==> src/rtl/soml_frame_scheduler_if.sv <==
// Host-load and decoder-stream signals of the SOML frame scheduler.
// slave = scheduler side, master = host/decoder side.
interface soml_frame_scheduler_if #(
  parameter int N = 32
);
  logic         h_wr_valid;
  logic         h_wr_ready;
  logic [N-1:0] h_wr_r;
  logic [N-1:0] h_wr_i;
  logic         y_wr_valid;
  logic         y_wr_ready;
  logic [N-1:0] y_wr_r;
  logic [N-1:0] y_wr_i;
  logic         dec_start;
  logic         dec_H_valid;
  logic [N-1:0] dec_H_r;
  logic [N-1:0] dec_H_i;
  logic         dec_Y_valid;
  logic [N-1:0] dec_Y_r;
  logic [N-1:0] dec_Y_i;
  logic         dec_output_valid;
  logic         busy;
  logic [15:0]  frames_done;
  logic         timeout_err;

  modport slave (
    input  h_wr_valid, h_wr_r, h_wr_i, y_wr_valid, y_wr_r, y_wr_i, dec_output_valid,
    output h_wr_ready, y_wr_ready, dec_start, dec_H_valid, dec_H_r, dec_H_i,
           dec_Y_valid, dec_Y_r, dec_Y_i, busy, frames_done, timeout_err
  );

  modport master (
    output h_wr_valid, h_wr_r, h_wr_i, y_wr_valid, y_wr_r, y_wr_i, dec_output_valid,
    input  h_wr_ready, y_wr_ready, dec_start, dec_H_valid, dec_H_r, dec_H_i,
           dec_Y_valid, dec_Y_r, dec_Y_i, busy, frames_done, timeout_err
  );
endinterface

==> src/rtl/soml_frame_scheduler.sv <==
// Holds one H matrix and a queue of Y matrices; replays H with each queued Y
// as one decoder frame (start, parallel H/Y stream, wait for result, gap).
module soml_frame_scheduler #(
  parameter int N       = 32,
  parameter int H_SIZE  = 16,
  parameter int Y_SIZE  = 8,
  parameter int Y_DEPTH = 4,
  parameter int GAP     = 10,
  parameter int TIMEOUT = 1024
) (
  input  logic                   clk,
  input  logic                   rst_n,
  soml_frame_scheduler_if.slave  bus
);
  localparam int FD = Y_DEPTH * Y_SIZE;
  localparam int PW = $clog2(FD);
  localparam int HW = $clog2(H_SIZE);
  localparam int WW = $clog2(TIMEOUT);
  localparam int GW = $clog2(GAP + 1);

  typedef enum logic [2:0] {S_IDLE, S_START, S_STREAM, S_WAIT, S_GAP} state_t;

  state_t          r_state, w_next;
  logic [N-1:0]    r_h_r [H_SIZE];
  logic [N-1:0]    r_h_i [H_SIZE];
  logic [N-1:0]    r_y_r [FD];
  logic [N-1:0]    r_y_i [FD];
  logic [HW-1:0]   r_h_cnt, r_hidx, w_hsel;
  logic            r_h_loaded;
  logic [PW:0]     r_wptr, r_rptr, w_count;
  logic [WW-1:0]   r_wcnt;
  logic [GW-1:0]   r_gcnt;
  logic [15:0]     r_frames;
  logic            r_tout;
  logic            r_h_vld, r_y_vld;
  logic [N-1:0]    r_hr, r_hi, r_yr, r_yi;
  logic            w_full, w_y_avail, w_h_acc, w_h_last, w_y_push;
  logic            w_h_emit, w_y_emit, w_tmo;

  assign w_count   = r_wptr - r_rptr;
  assign w_full    = (w_count == (PW+1)'(FD));
  assign w_y_avail = (w_count >= (PW+1)'(Y_SIZE));
  assign w_h_acc   = bus.h_wr_valid && (r_state == S_IDLE);
  assign w_h_last  = (r_h_cnt == HW'(H_SIZE - 1));
  assign w_y_push  = bus.y_wr_valid && !w_full;
  assign w_tmo     = (r_state == S_WAIT) && !bus.dec_output_valid &&
                     (r_wcnt == WW'(TIMEOUT - 1));

  // Stream registers are loaded one cycle ahead: START preloads element 0,
  // STREAM cycle k preloads element k+1. Y pops ride on the same preload.
  always_comb begin
    w_next   = r_state;
    w_h_emit = 1'b0;
    w_y_emit = 1'b0;
    w_hsel   = '0;
    case (r_state)
      S_IDLE:   if (r_h_loaded && w_y_avail && !bus.h_wr_valid) w_next = S_START;
      S_START: begin
        w_next   = S_STREAM;
        w_h_emit = 1'b1;
        w_y_emit = 1'b1;
      end
      S_STREAM: begin
        if (r_hidx == HW'(H_SIZE - 1)) begin
          w_next = S_WAIT;
        end else begin
          w_h_emit = 1'b1;
          w_hsel   = r_hidx + 1'b1;
          w_y_emit = (r_hidx < HW'(Y_SIZE - 1));
        end
      end
      S_WAIT:   if (bus.dec_output_valid || w_tmo) w_next = S_GAP;
      S_GAP:    if (r_gcnt == GW'(GAP - 1)) w_next = S_IDLE;
      default:  w_next = S_IDLE;
    endcase
  end

  always_ff @(posedge clk or negedge rst_n) begin
    if (!rst_n) begin
      r_state    <= S_IDLE;
      r_h_cnt    <= '0;
      r_h_loaded <= 1'b0;
      r_wptr     <= '0;
      r_rptr     <= '0;
      r_hidx     <= '0;
      r_wcnt     <= '0;
      r_gcnt     <= '0;
      r_frames   <= '0;
      r_tout     <= 1'b0;
      r_h_vld    <= 1'b0;
      r_y_vld    <= 1'b0;
      r_hr       <= '0;
      r_hi       <= '0;
      r_yr       <= '0;
      r_yi       <= '0;
    end else begin
      r_state <= w_next;
      // A write after a complete load restarts the matrix at index 0.
      if (w_h_acc) begin
        r_h_cnt    <= w_h_last ? '0 : r_h_cnt + 1'b1;
        r_h_loaded <= w_h_last;
      end
      if (w_y_push) r_wptr <= r_wptr + 1'b1;
      if (w_y_emit) r_rptr <= r_rptr + 1'b1;
      r_hidx <= (r_state == S_STREAM) ? r_hidx + 1'b1 : '0;
      r_wcnt <= (r_state == S_WAIT)   ? r_wcnt + 1'b1 : '0;
      r_gcnt <= (r_state == S_GAP)    ? r_gcnt + 1'b1 : '0;
      if (r_state == S_WAIT && bus.dec_output_valid) r_frames <= r_frames + 1'b1;
      if (w_tmo) r_tout <= 1'b1;
      r_h_vld <= w_h_emit;
      r_y_vld <= w_y_emit;
      if (w_h_emit) begin
        r_hr <= r_h_r[w_hsel];
        r_hi <= r_h_i[w_hsel];
      end
      if (w_y_emit) begin
        r_yr <= r_y_r[r_rptr[PW-1:0]];
        r_yi <= r_y_i[r_rptr[PW-1:0]];
      end
    end
  end

  always_ff @(posedge clk) begin
    if (w_h_acc) begin
      r_h_r[r_h_cnt] <= bus.h_wr_r;
      r_h_i[r_h_cnt] <= bus.h_wr_i;
    end
    if (w_y_push) begin
      r_y_r[r_wptr[PW-1:0]] <= bus.y_wr_r;
      r_y_i[r_wptr[PW-1:0]] <= bus.y_wr_i;
    end
  end

  assign bus.h_wr_ready  = (r_state == S_IDLE);
  assign bus.y_wr_ready  = !w_full;
  assign bus.dec_start   = (r_state == S_START);
  assign bus.dec_H_valid = r_h_vld;
  assign bus.dec_H_r     = r_hr;
  assign bus.dec_H_i     = r_hi;
  assign bus.dec_Y_valid = r_y_vld;
  assign bus.dec_Y_r     = r_yr;
  assign bus.dec_Y_i     = r_yi;
  assign bus.busy        = (r_state != S_IDLE);
  assign bus.frames_done = r_frames;
  assign bus.timeout_err = r_tout;
endmodule
==> src/flat_wrapper.sv <==
// flat-port wrapper written by rule: the top's interface ports become plain ports
module soml_frame_scheduler_flat 
#(
  parameter int N       = 32,
  parameter int H_SIZE  = 16,
  parameter int Y_SIZE  = 8,
  parameter int Y_DEPTH = 4,
  parameter int GAP     = 10,
  parameter int TIMEOUT = 1024
)
  (clk, rst_n, bus_h_wr_valid, bus_h_wr_r, bus_h_wr_i, bus_y_wr_valid, bus_y_wr_r, bus_y_wr_i, bus_dec_output_valid, bus_h_wr_ready, bus_y_wr_ready, bus_dec_start, bus_dec_H_valid, bus_dec_H_r, bus_dec_H_i, bus_dec_Y_valid, bus_dec_Y_r, bus_dec_Y_i, bus_busy, bus_frames_done, bus_timeout_err);
  soml_frame_scheduler_if #(.N(N)) bus_i ();
  input  logic clk;
  input  logic rst_n;
  input wire logic [$bits(bus_i.h_wr_valid)-1:0] bus_h_wr_valid;
  input wire logic [$bits(bus_i.h_wr_r)-1:0] bus_h_wr_r;
  input wire logic [$bits(bus_i.h_wr_i)-1:0] bus_h_wr_i;
  input wire logic [$bits(bus_i.y_wr_valid)-1:0] bus_y_wr_valid;
  input wire logic [$bits(bus_i.y_wr_r)-1:0] bus_y_wr_r;
  input wire logic [$bits(bus_i.y_wr_i)-1:0] bus_y_wr_i;
  input wire logic [$bits(bus_i.dec_output_valid)-1:0] bus_dec_output_valid;
  output wire logic [$bits(bus_i.h_wr_ready)-1:0] bus_h_wr_ready;
  output wire logic [$bits(bus_i.y_wr_ready)-1:0] bus_y_wr_ready;
  output wire logic [$bits(bus_i.dec_start)-1:0] bus_dec_start;
  output wire logic [$bits(bus_i.dec_H_valid)-1:0] bus_dec_H_valid;
  output wire logic [$bits(bus_i.dec_H_r)-1:0] bus_dec_H_r;
  output wire logic [$bits(bus_i.dec_H_i)-1:0] bus_dec_H_i;
  output wire logic [$bits(bus_i.dec_Y_valid)-1:0] bus_dec_Y_valid;
  output wire logic [$bits(bus_i.dec_Y_r)-1:0] bus_dec_Y_r;
  output wire logic [$bits(bus_i.dec_Y_i)-1:0] bus_dec_Y_i;
  output wire logic [$bits(bus_i.busy)-1:0] bus_busy;
  output wire logic [$bits(bus_i.frames_done)-1:0] bus_frames_done;
  output wire logic [$bits(bus_i.timeout_err)-1:0] bus_timeout_err;
  assign bus_i.h_wr_valid = bus_h_wr_valid;
  assign bus_i.h_wr_r = bus_h_wr_r;
  assign bus_i.h_wr_i = bus_h_wr_i;
  assign bus_i.y_wr_valid = bus_y_wr_valid;
  assign bus_i.y_wr_r = bus_y_wr_r;
  assign bus_i.y_wr_i = bus_y_wr_i;
  assign bus_i.dec_output_valid = bus_dec_output_valid;
  assign bus_h_wr_ready = bus_i.h_wr_ready;
  assign bus_y_wr_ready = bus_i.y_wr_ready;
  assign bus_dec_start = bus_i.dec_start;
  assign bus_dec_H_valid = bus_i.dec_H_valid;
  assign bus_dec_H_r = bus_i.dec_H_r;
  assign bus_dec_H_i = bus_i.dec_H_i;
  assign bus_dec_Y_valid = bus_i.dec_Y_valid;
  assign bus_dec_Y_r = bus_i.dec_Y_r;
  assign bus_dec_Y_i = bus_i.dec_Y_i;
  assign bus_busy = bus_i.busy;
  assign bus_frames_done = bus_i.frames_done;
  assign bus_timeout_err = bus_i.timeout_err;
  soml_frame_scheduler #(.N(N), .H_SIZE(H_SIZE), .Y_SIZE(Y_SIZE), .Y_DEPTH(Y_DEPTH), .GAP(GAP), .TIMEOUT(TIMEOUT)) u_core (.clk(clk), .rst_n(rst_n), .bus(bus_i));
endmodule
==> config.mk <==
export PLATFORM = sky130hd
export DESIGN_NAME = soml_frame_scheduler_flat
export DESIGN_NICKNAME = d
export VERILOG_FILES = /design/src/rtl/soml_frame_scheduler_if.sv /design/src/rtl/soml_frame_scheduler.sv /design/src/flat_wrapper.sv
export SDC_FILE = /design/constraint.sdc
export NUM_CORES = 2
export LEC_CHECK = 0
export CAP_MARGIN = 20
export CORE_MARGIN = 4
export CORE_UTILIZATION = 51
export DETAILED_ROUTE_END_ITERATION = 8
export PLACE_DENSITY = 0.64
export SYNTH_ARGS = -nofsm -noshare
export SYNTH_HDL_FRONTEND = slang
export SYNTH_SLANG_ARGS = --single-unit
export TNS_END_PERCENT = 30
==> constraint.sdc <==
create_clock -name clk -period 8.8 [get_ports clk]
set_input_delay 2.2 -clock clk [delete_from_list [all_inputs] [get_ports clk]]
set_output_delay 2.2 -clock clk [all_outputs]
set_load 0.05 [all_outputs]
==> run metrics <==
status=completed; most frequent cells in the layout=edfxtp_1 (3072), mux4_2 (487), clkbuf_16 (352); area share of the largest cell type after synthesis=74.52%; Seq/Total Area, Yosys=78.26%; Peak supply drop=0.2094 mV; Mapped Cells=6308; layout cells sized above 1=20.44%; pwr dens=273.2 mW/mm2; Mapped Nets=6460; # rows=180; clock latency on the worst-skew pair=0.97 ns; xor and xnor area share after synthesis=0.2830%; DIE AREA=0.2507 mm2; endpoints failing hold=0; Slew HR=21.50%; quantity of hold-fixing buffers added after cts=0; FF-to-FF End=u_core.r_y_r[25][30]; TritonCTS clock tree=done; most common cell after layout, fill and taps aside=edfxtp_1; DR iter-0 viols=7295; Post-CTS Setup Repair Bufs=0; GR Overflow Total=0; synthesized area=0.1238 mm2; area of the core=0.2410 mm2; DR WL/cell=30.03 um; number of routed nets with antenna violations=0; vias after detailed routing=63.94k; mux share of post-synthesis cell area=11.09%; # placed instances=9547; Initial Utilization=51.37%; Buffers on Ports=283; Worst Setup End Kind=primary output; top post-synthesis cells by area=edfxtp_1 (75%), mux4_2 (8.9%), dfrtp_1 (3.7%), o22ai_1 (1.5%), mux2i_1 (1.1%); routed vias/inst=6.273; area grow syn2layout=14.81%; RR Startpoint=u_core.r_rptr[1]; drt first pass iters=6; Final setup violation count=0; Slew Limit Fails=0; Final nets=6888; Slew @ Worst Pin=1.178 ns; post-CTS sizing=0; Async S/R FF share, synth=5.680%; H-Tree Depth=5; hold path endpoint=u_core.bus.timeout_err; clk root buf=clkbuf_16; number of synthesized register bits=3257; GRT Total Usage=24.17%; FILL cells=17.33k; synthesized area per cell=19.62 um2; worst r2r path cells=9; RSZ-0062 raised after global routing=no; Max FO, Critical Path=53; CP Class=flip-flop to primary output; Fin Setup TNS=0 ns; largest family of logic cells by synthesized area=multiplexers; Worst Hold Class=flip-flop to flip-flop; reg-to-reg slack, setup=3.33 ns; clock skew=0.08062 ns; Routed WL=306100 um; register area=0.09690 mm2; yosys warns=0; Synth Area in Simple Gates=2.641%; achievable clock frequency=153.5 MHz; vias in the first global route=64.94k; Num CTS Buffers=341; Worst EP arrival=4.31 ns; largest area contributor in the netlist=edfxtp_1; IO Pins=284; first-pass GRT wire length=446300 um; worst hold start=u_core.bus.timeout_err; Hold Path Depth=1; crit path launch type=flip-flop; Tmin final=6.515 ns; initial antenna violation count=22; post-synth cell types=57; Reg clk slew, reported paths=0.06 ns; final worst path period share=74.03%; GPL Wtd Cong=0.7812; final cell count without fillers=10.19k; WP data required=6.60 ns; Clock Sinks=3257; number of synthesized flops with an enable pin=3072; Compound-Gate Fraction of Synth Area=6.073%; Max-cap violations=0; pin count of the biggest net entering global routing=132; chip width=500.7 um; Multi-input gate area=0.02562 mm2; Clock Tree Buf Depth=4; die height=500.7 um; Post-route DRC=0; hpwl dp=161800 um; post-synthesis adder-cell area fraction=0.1921%; Leak=44.17 nW; ys flop type=edfxtp_1
## cell usage after synthesis, types with 7 or more instances
cell type,count
edfxtp_1,3072
mux4_2,487
o22ai_1,292
clkbuf_1,263
nand2_1,263
o21ai_0,238
a21oi_1,196
dfrtp_1,185
mux2i_1,138
mux2_2,122
nor2_1,98
nor3_1,96
buf_2,77
nand3b_1,69
nor2b_1,68
a211oi_1,65
a22oi_1,65
o221ai_1,64
o211ai_1,62
buf_1,51
o221a_2,44
and3_1,33
o41ai_1,32
a2111oi_0,28
xnor2_1,28
ha_1,19
nand3_1,19
inv_1,17
o221a_1,14
buf_6,12
xor2_1,12
nand4_1,9
o31ai_1,9
a31oi_1,7
## layer usage
layer  share of wire, %  GRT usage, %  vias up  wire [um]
met4                2.8         7.374       14       8710
met2                 48         38.48     2689     147900
met3                7.3         4.460      488      22380
met1                 41         34.46    33820     127000
met5              0.026             0        -         80
li1                   -             -    26930          -
## worst max-delay path, cell delays in order (launching register included)
cell and delay, ns:
dfrtp_4 1.01, inv_1 0.24, ha_1 0.37, nor2b_1 0.19, a21bo_2 0.19, mux2i_1 0.28, nand4_1 0.28, clkdlybuf4s50_1 0.79
## kinds of logic (layout without fill, tap and decap cells)
| logic type | count (synthesis) | count (layout) |
|---|---|---|
| buffers and inverters | 428 | 1115 |
| other | 0 | 12 |
| DFF | 3257 | 3257 |
| adders and majority gates | 19 | 19 |
| xor gates and xnor gates | 40 | 40 |
| muxes | 747 | 747 |
| and+or+nand+nor | 675 | 675 |
| AOI/OAI and AO/OA | 1142 | 1142 |
## flip-flops by register name, indices dropped and copies added (netlist names)
register	cells
u_core.bus.dec_H_i	32
u_core.bus.dec_H_r	32
u_core.bus.dec_H_valid	1
u_core.bus.dec_Y_i	32
u_core.bus.dec_Y_r	32
u_core.bus.dec_Y_valid	1
u_core.bus.frames_done	16
u_core.bus.timeout_err	1
u_core.r_gcnt	4
u_core.r_h_cnt	4
u_core.r_h_i	512
u_core.r_h_loaded	1
u_core.r_h_r	512
u_core.r_hidx	4
u_core.r_rptr	6
u_core.r_state	3
u_core.r_wcnt	10
u_core.r_wptr	6
u_core.r_y_i	1024
u_core.r_y_r	1024
## where the power goes
group / switching, mW / internal [mW] / total, mW
sequential: 0.466 / 18.2 / 18.6
combinational: 3.96 / 2.59 / 6.55
clock: 5.71 / 7.94 / 13.7
total: 10.1 / 28.7 / 38.8
## final cells by class
cell class | count | share of cell area [%]
multi-input cells | 2623 | 18.03
well taps | 3185 | 2.804
diodes | 12 | 0.02113
flip-flops and latches | 3257 | 68.18
clock buffers | 448 | 6.464
clock inverters | 154 | 0.9368
repair buffers | 492 | 3.502
inverters | 21 | 0.06075
## how the worst max path moves through the flow
stage	to	startpoint	slack, ns
after floorplan	u_core.r_h_i[3][0]	u_core.r_state[2]	0.88
after global placement	u_core.r_y_r[27][23]	bus_y_wr_valid	2.83
after detailed placement	u_core.r_y_i[27][0]	bus_y_wr_valid	2.76
after CTS	bus_y_wr_ready	u_core.r_rptr[1]	2.19
after global routing	bus_y_wr_ready	u_core.r_rptr[1]	2.08
final	bus_y_wr_ready	u_core.r_rptr[1]	2.29
## stage by stage
| step | hold slack [ns] | cell area, um2 | util (%) | power (mW) | worst slack, ns |
|---|---|---|---|---|---|
| floorplan | 0.4329 | 123800 | - | 23.21 | 0.8785 |
| global placement | 0.4472 | 130800 | 54.29 | 25.44 | 2.832 |
| detailed placement | 0.4573 | 130900 | 54.31 | 25.54 | 2.762 |
| CTS | 0.4715 | 141400 | 58.68 | 39.11 | 2.189 |
| global route | 0.4917 | 142100 | 58.97 | 40.24 | 2.079 |
| finish | 0.4616 | 142100 | 58.97 | 38.83 | 2.285 |
Note: power is estimated with default switching activity, not from simulation.
==> edit: new RTL, same settings <==
Re-encode `state_t` (5 states) as Gray code, 3 bits wide.
--- a/src/rtl/soml_frame_scheduler.sv
+++ b/src/rtl/soml_frame_scheduler.sv
@@ -19,5 +19,5 @@
   localparam int GW = $clog2(GAP + 1);
 
-  typedef enum logic [2:0] {S_IDLE, S_START, S_STREAM, S_WAIT, S_GAP} state_t;
+  typedef enum logic [2:0] {S_IDLE = 3'b000, S_START = 3'b001, S_STREAM = 3'b011, S_WAIT = 3'b010, S_GAP = 3'b110} state_t;
 
   state_t          r_state, w_next;
Formal check against the unedited RTL: no difference found for any inputs over 4 cycles, from zero or initial values and one cycle with rst_n low; so few cycles prove little.
==> edit against the original RTL <==
Sequential cell count is the same; global-route usage is 1.1 points higher; final area is 0.10% lower; total power decreased by 1.1%; non-clock buffer count decreased by 17; area after synthesis about the same; setup slack worse by 0.18 ns; wire length increased by 4.9%.
==> edit: results (changes against the original RTL) <==
| Metric | Value |
|---|---|
| Post-synth cell types | `64 (+12%)` |
| First-pass GRT wire length | `461 mm (+3.4%)` |
| R2r setup slk | `3.23 ns (-0.10 ns)` |
| Total track usage | `0.253 (+0.0113)` |
| Num CTS Buffers | `343 (+0.59%)` |
| CP max stage delay | `0.88 ns (-0.13 ns)` |
| Initial antenna violation count | `31 (+41%)` |
| Peak supply drop | `0.211 mV (+0.72%)` |
| Ys Warns | `0 (unchanged)` |
| Nets | `6873 (-0.22%)` |
| Layout cells sized above 1 | `0.196 (-0.00893)` |
| Initial drt markers | `7916 (+8.5%)` |
| Commonest cells in the netlist | `edfxtp_1 (3072), mux4_2 (466), nand2_1 (278)` |
| Initial DRT Pass Iterations | `5 (-1)` |
| Largest net degree at the start of global routing | `133 (+0.76%)` |
| Routability Congestion | `0.806 (+3.2%)` |
| Dpl hpwl | `180 mm (+12%)` |
| Routed wire per std cell | `31.6 microns (+5.1%)` |
| Vias in the first global route | `64600 (-0.52%)` |
| Worst EP arrival | `4.49 ns (+0.18 ns)` |
| Final hold slack | `0.450 ns (-0.0113 ns)` |
| Hold EP | `u_core.bus.timeout_err` |
| CP Launch Point | `u_core.r_rptr[2]` |
| Post-DP Area | `131000 sq um (about the same)` |
| Status | `complete, no violations` |
| Routed via count | `64700 (+1.1%)` |
| Critical-path maximum fanout | `31 (-42%)` |
| FF-to-FF End | `u_core.r_y_i[6][31]` |
| Lkg Pwr | `44.3 nW (+0.39%)` |
| Slew headroom | `0.221 (+0.00615)` |
| Largest cells by area after synthesis | `edfxtp_1 (74%), mux4_2 (8.5%), dfrtp_1 (3.7%)` |
| Sequential-to-total area share from yosys stat | `0.782 (about the same)` |
## edit: cell types whose count changed in the layout (fill, tap and decap cells not counted), moves of 24 or more
| cell | change |
|---|---|
| o32ai_1 | +57 |
| a22o_1 | +24 |
| o22ai_1 | -154 |
| nor3_1 | -25 |
| o211ai_1 | -61 |
| o221ai_1 | +106 |
| o221a_2 | -44 |
| a22oi_1 | +60 |
## edit: power breakdown
part | internal (mW) | switching (mW) | total (mW)
registers | 18.0 | 0.475 | 18.4
clock network | 8.15 | 5.73 | 13.9
logic | 2.43 | 3.66 | 6.09
## edit: logic make-up (layout without fill, tap and decap cells)
kind of cell    after synthesis  in the layout  share of synthesized area
simple gates                686            686                     0.0267
other cells                   0             11                          0
mux                         747            747                      0.109
xor+xnor                     41             41                    0.00290
compound gates             1129           1129                     0.0619
buf+inv                     420           1103                     0.0156
flops                      3257           3257                      0.782
fa+ha+maj                    19             19                    0.00192
## edit: final cells by class
type | instances | area (sq um)
fill | 17400 | 99200
sequential | 3257 | 96900
multi-input combinational | 2622 | 25600
clock buffer | 469 | 9520
timing repair buffer | 475 | 4680
tap | 3185 | 3990
clock inverter | 137 | 1220
inverter | 22 | 90.1
antenna | 11 | 27.5
## edit: routing by layer
metal / track usage / share of wire / up-vias
met4: 0.0710 / 0.028 / 8
met2: 0.410 / 0.49 / 2942
met3: 0.0449 / 0.081 / 571
met5: 0 / 0.00013 / -
li1: - / - / 26900
met1: 0.358 / 0.40 / 34200
## edit: metrics by stage
step           setup WS, ns  instances   util  power (mW)
3_3_place_gp           2.73       9545  0.542        24.8
3_5_place_dp           2.73       9548  0.543        24.9
5_1_grt                1.91      10200  0.588        39.7
2_1_floorplan          1.19       6299      -        22.8
4_1_cts                1.99      10200  0.587        38.7
6_report               2.11      10200  0.589        38.4
